**src/rtl/imem_fetch_ctrl.sv**
```systemverilog
// imem_fetch_ctrl: instruction memory controller.
// IDLE/HALT let a loader write words into the external memory. FETCH walks
// the PC, issues 1-cycle synchronous word reads and hands instructions to
// decode through a 2-entry valid/ready queue. Redirects flush and restart
// fetch; a misaligned or out-of-range PC halts with a sticky fault once the
// queue has drained.
// Optional build macro IMEM_HALT_ON_ZERO_EN: a returned all-zero word stops
// fetch and halts cleanly (fault=0) once earlier instructions have drained.
module imem_fetch_ctrl #(
   parameter int          DEPTH    = 32,
   parameter int          ADDR_W   = 5,
   parameter logic [31:0] START_PC = 32'h0000_0000
) (
   input  logic              clock,
   input  logic              reset,
   input  logic              start,
   input  logic              load_valid,
   input  logic [ADDR_W-1:0] load_addr,
   input  logic [31:0]       load_data,
   output logic              load_ready,
   output logic [ADDR_W-1:0] mem_addr,
   output logic              mem_we,
   output logic [31:0]       mem_wdata,
   input  logic [31:0]       mem_rdata,
   input  logic              redirect_valid,
   input  logic [31:0]       redirect_pc,
   output logic              inst_valid,
   input  logic              inst_ready,
   output logic [31:0]       inst,
   output logic [31:0]       inst_pc,
   output logic [31:0]       pc,
   output logic              halted,
   output logic              fault
);

   typedef enum logic [1:0] {S_IDLE, S_FETCH, S_HALT} state_t;

   state_t      state_q, state_d;
   logic [31:0] pc_q, pc_d;
   logic        pend_q, pend_d;     // a read was issued last cycle
   logic [31:0] tag_q, tag_d;       // byte PC of the pending read
   logic [1:0]  count_q, count_d;   // queue occupancy 0..2
   logic        head_q, head_d;
   logic        fault_q, fault_d;
   logic [31:0] qdata_q [2];
   logic [31:0] qpc_q   [2];

   logic        in_fetch, redir, pc_legal, pop, push_raw, push, issue, load_wr;
   logic        room, zero_block, wr_idx;
   logic [1:0]  occ_eff;

   assign in_fetch = (state_q == S_FETCH);
   assign redir    = in_fetch && redirect_valid;
   assign pc_legal = (pc_q[1:0] == 2'b00) && (pc_q[31:2] < 30'(DEPTH));

   assign inst_valid = (state_q != S_HALT) && (count_q != 2'd0);
   assign inst       = qdata_q[head_q];
   assign inst_pc    = qpc_q[head_q];
   assign pop        = inst_valid && inst_ready;

   // Data returning from the read issued last cycle, unless a redirect kills it.
   assign push_raw = in_fetch && pend_q && !redir;

`ifdef IMEM_HALT_ON_ZERO_EN
   logic zero_q, zero_d, zero_hit;
   assign zero_hit   = push_raw && (mem_rdata == 32'h0000_0000);
   assign push       = push_raw && !zero_hit;
   assign zero_block = zero_q || zero_hit;
`else
   assign push       = push_raw;
   assign zero_block = 1'b0;
`endif

   // Occupancy after this cycle's pop lets a stream run at 1/cycle while the
   // in-flight read plus stored entries never exceed the two queue slots.
   assign occ_eff = count_q - {1'b0, pop};
   assign room    = (occ_eff + {1'b0, pend_q}) < 2'd2;
   assign issue   = in_fetch && !redir && pc_legal && room && !zero_block;
   assign wr_idx  = head_q ^ count_q[0];

   assign load_ready = !in_fetch && !reset;
   assign load_wr    = load_ready && load_valid;
   assign halted     = (state_q == S_HALT);
   assign fault      = fault_q;
   assign pc         = pc_q;

   // Memory port: loader writes win; otherwise drive the fetch read address.
   always_comb begin
      mem_we    = 1'b0;
      mem_addr  = '0;
      mem_wdata = 32'h0;
      if (load_wr) begin
         mem_we    = 1'b1;
         mem_addr  = load_addr;
         mem_wdata = load_data;
      end else if (issue) begin
         mem_addr = pc_q[ADDR_W+1:2];
      end
   end

   // Next-state logic for the FSM, PC sequencing and queue bookkeeping.
   always_comb begin
      state_d = state_q;
      pc_d    = pc_q;
      pend_d  = pend_q;
      tag_d   = tag_q;
      fault_d = fault_q;
      count_d = count_q + {1'b0, push} - {1'b0, pop};
      head_d  = head_q ^ pop;
`ifdef IMEM_HALT_ON_ZERO_EN
      zero_d  = zero_q;
`endif
      case (state_q)
         S_IDLE, S_HALT: begin
            if (start && !load_valid) begin
               state_d = S_FETCH;
               pc_d    = START_PC;
               pend_d  = 1'b0;
               fault_d = 1'b0;
               count_d = 2'd0;
`ifdef IMEM_HALT_ON_ZERO_EN
               zero_d  = 1'b0;
`endif
            end
         end
         S_FETCH: begin
            if (redir) begin
               pc_d    = redirect_pc;
               pend_d  = 1'b0;
               count_d = 2'd0;
`ifdef IMEM_HALT_ON_ZERO_EN
               zero_d  = 1'b0;
`endif
            end else begin
               pend_d = issue;
               if (issue) begin
                  tag_d = pc_q;
                  pc_d  = pc_q + 32'd4;
               end
`ifdef IMEM_HALT_ON_ZERO_EN
               if (zero_hit)
                  zero_d = 1'b1;
               if (zero_q && count_q == 2'd0) begin
                  state_d = S_HALT;
               end else
`endif
               if (!pc_legal && count_q == 2'd0 && !pend_q) begin
                  state_d = S_HALT;
                  fault_d = 1'b1;
               end
            end
         end
         default: state_d = S_IDLE;
      endcase
   end

   // Control state registers.
   always_ff @(posedge clock) begin
      if (reset) begin
         state_q <= S_IDLE;
         pc_q    <= START_PC;
         pend_q  <= 1'b0;
         tag_q   <= 32'h0;
         count_q <= 2'd0;
         head_q  <= 1'b0;
         fault_q <= 1'b0;
`ifdef IMEM_HALT_ON_ZERO_EN
         zero_q  <= 1'b0;
`endif
      end else begin
         state_q <= state_d;
         pc_q    <= pc_d;
         pend_q  <= pend_d;
         tag_q   <= tag_d;
         count_q <= count_d;
         head_q  <= head_d;
         fault_q <= fault_d;
`ifdef IMEM_HALT_ON_ZERO_EN
         zero_q  <= zero_d;
`endif
      end
   end

   // Queue slots: capture returning word and its PC at the tail.
   for (genvar gi = 0; gi < 2; gi++) begin : g_slot
      always_ff @(posedge clock) begin
         if (reset) begin
            qdata_q[gi] <= 32'h0;
            qpc_q[gi]   <= 32'h0;
         end else if (push && (wr_idx == 1'(gi))) begin
            qdata_q[gi] <= mem_rdata;
            qpc_q[gi]   <= tag_q;
         end
      end
   end

endmodule
```
**config.mk**
```make
export PLATFORM = sky130hd
export DESIGN_NAME = imem_fetch_ctrl
export DESIGN_NICKNAME = d
export VERILOG_FILES = /design/src/rtl/imem_fetch_ctrl.sv
export SDC_FILE = /design/constraint.sdc
export NUM_CORES = 1
export LEC_CHECK = 0
export CAP_MARGIN = 5
export CORE_AREA = 2 2 168 121
export CTS_BUF_LIST = sky130_fd_sc_hd__clkbuf_8
export DETAILED_ROUTE_END_ITERATION = 6
export DIE_AREA = 0 0 170 123
export GPL_TIMING_DRIVEN = 1
export PLACE_DENSITY = 0.9
export SLEW_MARGIN = 20
export SYNTH_ARGS = -nofsm -noshare
export SYNTH_HDL_FRONTEND = slang
export SYNTH_SLANG_ARGS = --single-unit
export TNS_END_PERCENT = 1
```
**constraint.sdc**
```tcl
create_clock -name clock -period 3.3 [get_ports clock]
set_clock_uncertainty 0.15 [all_clocks]
set_input_delay 0.66 -clock clock [delete_from_list [all_inputs] [get_ports clock]]
set_output_delay 0.66 -clock clock [all_outputs]
set_load 0.01 [all_outputs]
```
==> run metrics <==
outcome finished, violations left; failing checks setup timing; biggest area consumer among synthesized cells edfxtp_1; crit path capture type output pin; Crit Path Class register to output pin; Synth Flop Type edfxtp_1; GR Util met3 between 5 and 6%; Overall Global Routing Usage about a fifth; final WL 21.79 mm; flops & latches, synth 199; Post-DP HPWL ~14 mm; crit path DAT approximately 2.5 ns; CTS tree built; Via Count 6148; drt pass-1 iters 5; top cells by area, synth edfxtp_1, dfxtp_1, and2_1; post-DR wirelength/cell around 18 um; overall power after layout between 4000 and 5000 uW; Worst slew margin between 30% and 40%; register area share after synthesis between 60% and 70%; worst skew pair latency ~0.46 ns; layout cell share with drive strength beyond 1 17.69%; Cell Pwr Density approximately 410 mW/mm2; synth warn 0; fin. max-slew vios 0; Placed Cells 1146; Peak supply drop between 0.2 and 0.3 mV; Net Count, Synth ~780; Post-synth ARST share 0%; synthesized area around 0.0085 mm2; final hold vios 0; Min-Delay Path Class register to register; largest net degree at the start of global routing 37; Mean Syn Cell Area 12.66 um2; chip height about 120 um; H-tree Lvls 4; Fill cells roughly 1400; non-filler cells in the finished layout approximately 1200; GR peak layer met2; final setup violation count 1; CTS clk-pin slew, worst paths approximately 0.11 ns; gr ovfl total 0; DRC 0; Die Area roughly 0.021 mm2; largest fanout on the critical path 4; post-layout min period 3.303 ns; synthesized instance count 672; vias per std cell 5.153; I/O pin count ~250; GR Layer Usage met1 a little over a quarter; startpoint type of the worst setup path register; initial antenna violation count 1; Slew @ Worst Pin around 0.98 ns; Clock Tree Buf Depth 2; drt initial violations approximately 470; vias in the first global route 6147; WHS around 0.32 ns; # rows between 40 and 50; Num Clock Sinks between 150 and 200; unrepaired setup endpoints after global routing true; Nets around 1000; Core Region just under 0.02 mm2; root buffer cell clkbuf_8; Post-synth top cells and2_1, edfxtp_1, dfxtp_1; Area Overhead vs Synth 40.99%; P_leak 0.004548 uW; Post-DRT Antenna Nets 0; met2 Usage GRT between 30 and 40%; top-count cell post-synth and2_1; Initial Utilization between 40% and 50%; Max Cap Viol 0; port buffer count approximately 240; share of the synthesized area in the top cell type 45.17%; Die Span X 170 um; Worst EP required 2.49 ns; fin crit share 100.1%; Num CTS Buffers 17; hold_buf cts 0; synth unique cells 42; Post-synth EDFFs roughly 130; RePlAce Congestion around 0.88; worst setup margin -0.003124 ns; first-pass GRT wire length ~32 mm; Peak Freq 302.7 MHz
[placed cells by master, fill, tap and decap left out, types with 3 or more instances in the layout]
cell | synthesis | routed
ha_1 | 4 | 3
and2_1 | 157 | 156
nand3b_1 | 8 | 8
xor2_1 | 5 | 5
nand2b_1 | 8 | 6
a22oi_1 | 3 | 3
buf_12 | 0 | 6
nor2_1 | 21 | 15
mux2_2 | 66 | 66
clkinv_4 | 0 | 3
a22o_1 | 23 | 23
nor2b_1 | 5 | 3
xnor2_1 | 6 | 4
o21ai_0 | 4 | 4
clkbuf_8 | 0 | 17
and3_1 | 33 | 33
a21oi_1 | 11 | 11
dfxtp_1 | 71 | 68
nand4_1 | 5 | 5
nor2_4 | 0 | 4
nand2_1 | 13 | 13
buf_2 | 3 | 5
clkdlybuf4s50_1 | 0 | 238
nor4_1 | 9 | 9
nand3_1 | 12 | 12
buf_4 | 0 | 32
mux2i_1 | 5 | 5
edfxtp_1 | 128 | 128
inv_8 | 0 | 4
inv_1 | 4 | 4
nor3_1 | 5 | 5
nor2_2 | 1 | 3
[registers in the layout, indices dropped and copies added (netlist names)]
name / count
qdata_q: 64
count_q: 2
fault: 1
qpc_q: 64
pend_q: 1
pc: 32
head_q: 1
tag_q: 32
state_q: 2
[where the power goes]
part / internal (uW) / switching [uW] / total (uW)
logic: 330 / 264 / 594
registers: 2710 / 36.1 / 2750
clock network: 708 / 924 / 1630
total: 3750 / 1220 / 4970
[worst max-delay path, cell delays in order, from the launching register on]
cell and delay, ns:
dfxtp_2 0.34, nor2b_4 0.17, nor2_4 0.05, and2_4 0.17, ha_4 0.27, nor2b_4 0.04
xnor2_2 0.15, nor4_4 0.24, buf_4 0.17, buf_6 0.11, buf_6 0.09, a22o_1 0.10
buf_2 0.13
[cells by family (layout without fill, tap and decap cells)]
group / count (synthesis) / after routing / share of synthesized area (%)
xor+xnor: 11 / 11 / 1.132
fa+ha+maj: 4 / 4 / 0.5882
buf+inv: 48 / 320 / 2.161
compound gates: 52 / 52 / 4.735
flops: 199 / 199 / 61.87
mux: 71 / 71 / 9.322
other cells: 0 / 2 / 0
simple gates: 287 / 287 / 20.19
[path summary, 6_finish.rpt]
check	endpoint	slack, ns	cells after the start	from
worst max-delay path	mem_addr[2]	-0.003	12	state_q[1]$_SDFFE_PP0P_
worst min-delay path	tag_q[20]$_SDFFE_PP0P_	0.32	1	tag_q[20]$_SDFFE_PP0P_
worst max register to register	tag_q[31]$_SDFFE_PP0P_	0.48	11	state_q[1]$_SDFFE_PP0P_
worst min register to register	tag_q[20]$_SDFFE_PP0P_	0.32	1	tag_q[20]$_SDFFE_PP0P_
[layer usage]
metal | routed length, um | part of all wire [%]
met5 | 0 | 0
met4 | 295 | 1.4
met3 | 1518 | 7.0
met2 | 10390 | 48
met1 | 9581 | 44
[metrics by stage]
step	util (%)	instance area (um2)	TNS (ns)	setup slack, ns
finish	61.94	12000	-0.003124	-0.003124
global route	61.92	11990	-0.3027	-0.1270
CTS	61.58	11930	-0.08656	-0.04701
detailed placement	58.81	11390	-4.114	-0.3871
global placement	58.81	11390	-3.182	-0.3690
floorplan	-	8512	-6.557	-0.1025
[area by class of cell]
type | instances | area, um2 | share of cell area (%)
Tap cell | 247 | 309.0 | 2.576
Clock buffer | 17 | 234.0 | 1.950
Multi-Input combinational cell | 425 | 3182 | 26.52
Sequential cell | 199 | 5271 | 43.94
Clock inverter | 15 | 182.7 | 1.523
Timing Repair Buffer | 284 | 2799 | 23.33
Antenna cell | 2 | 5.005 | 0.04171
Inverter | 4 | 15.01 | 0.1251
[repair_timing]
action | CTS | global route
endpoints found under the setup margin | 7 | 20
setup buffers | 11 | 2
pin swaps | 5 | 4
resized for setup | 36 | 7
No activity file was read; power rests on OpenSTA's default activity.
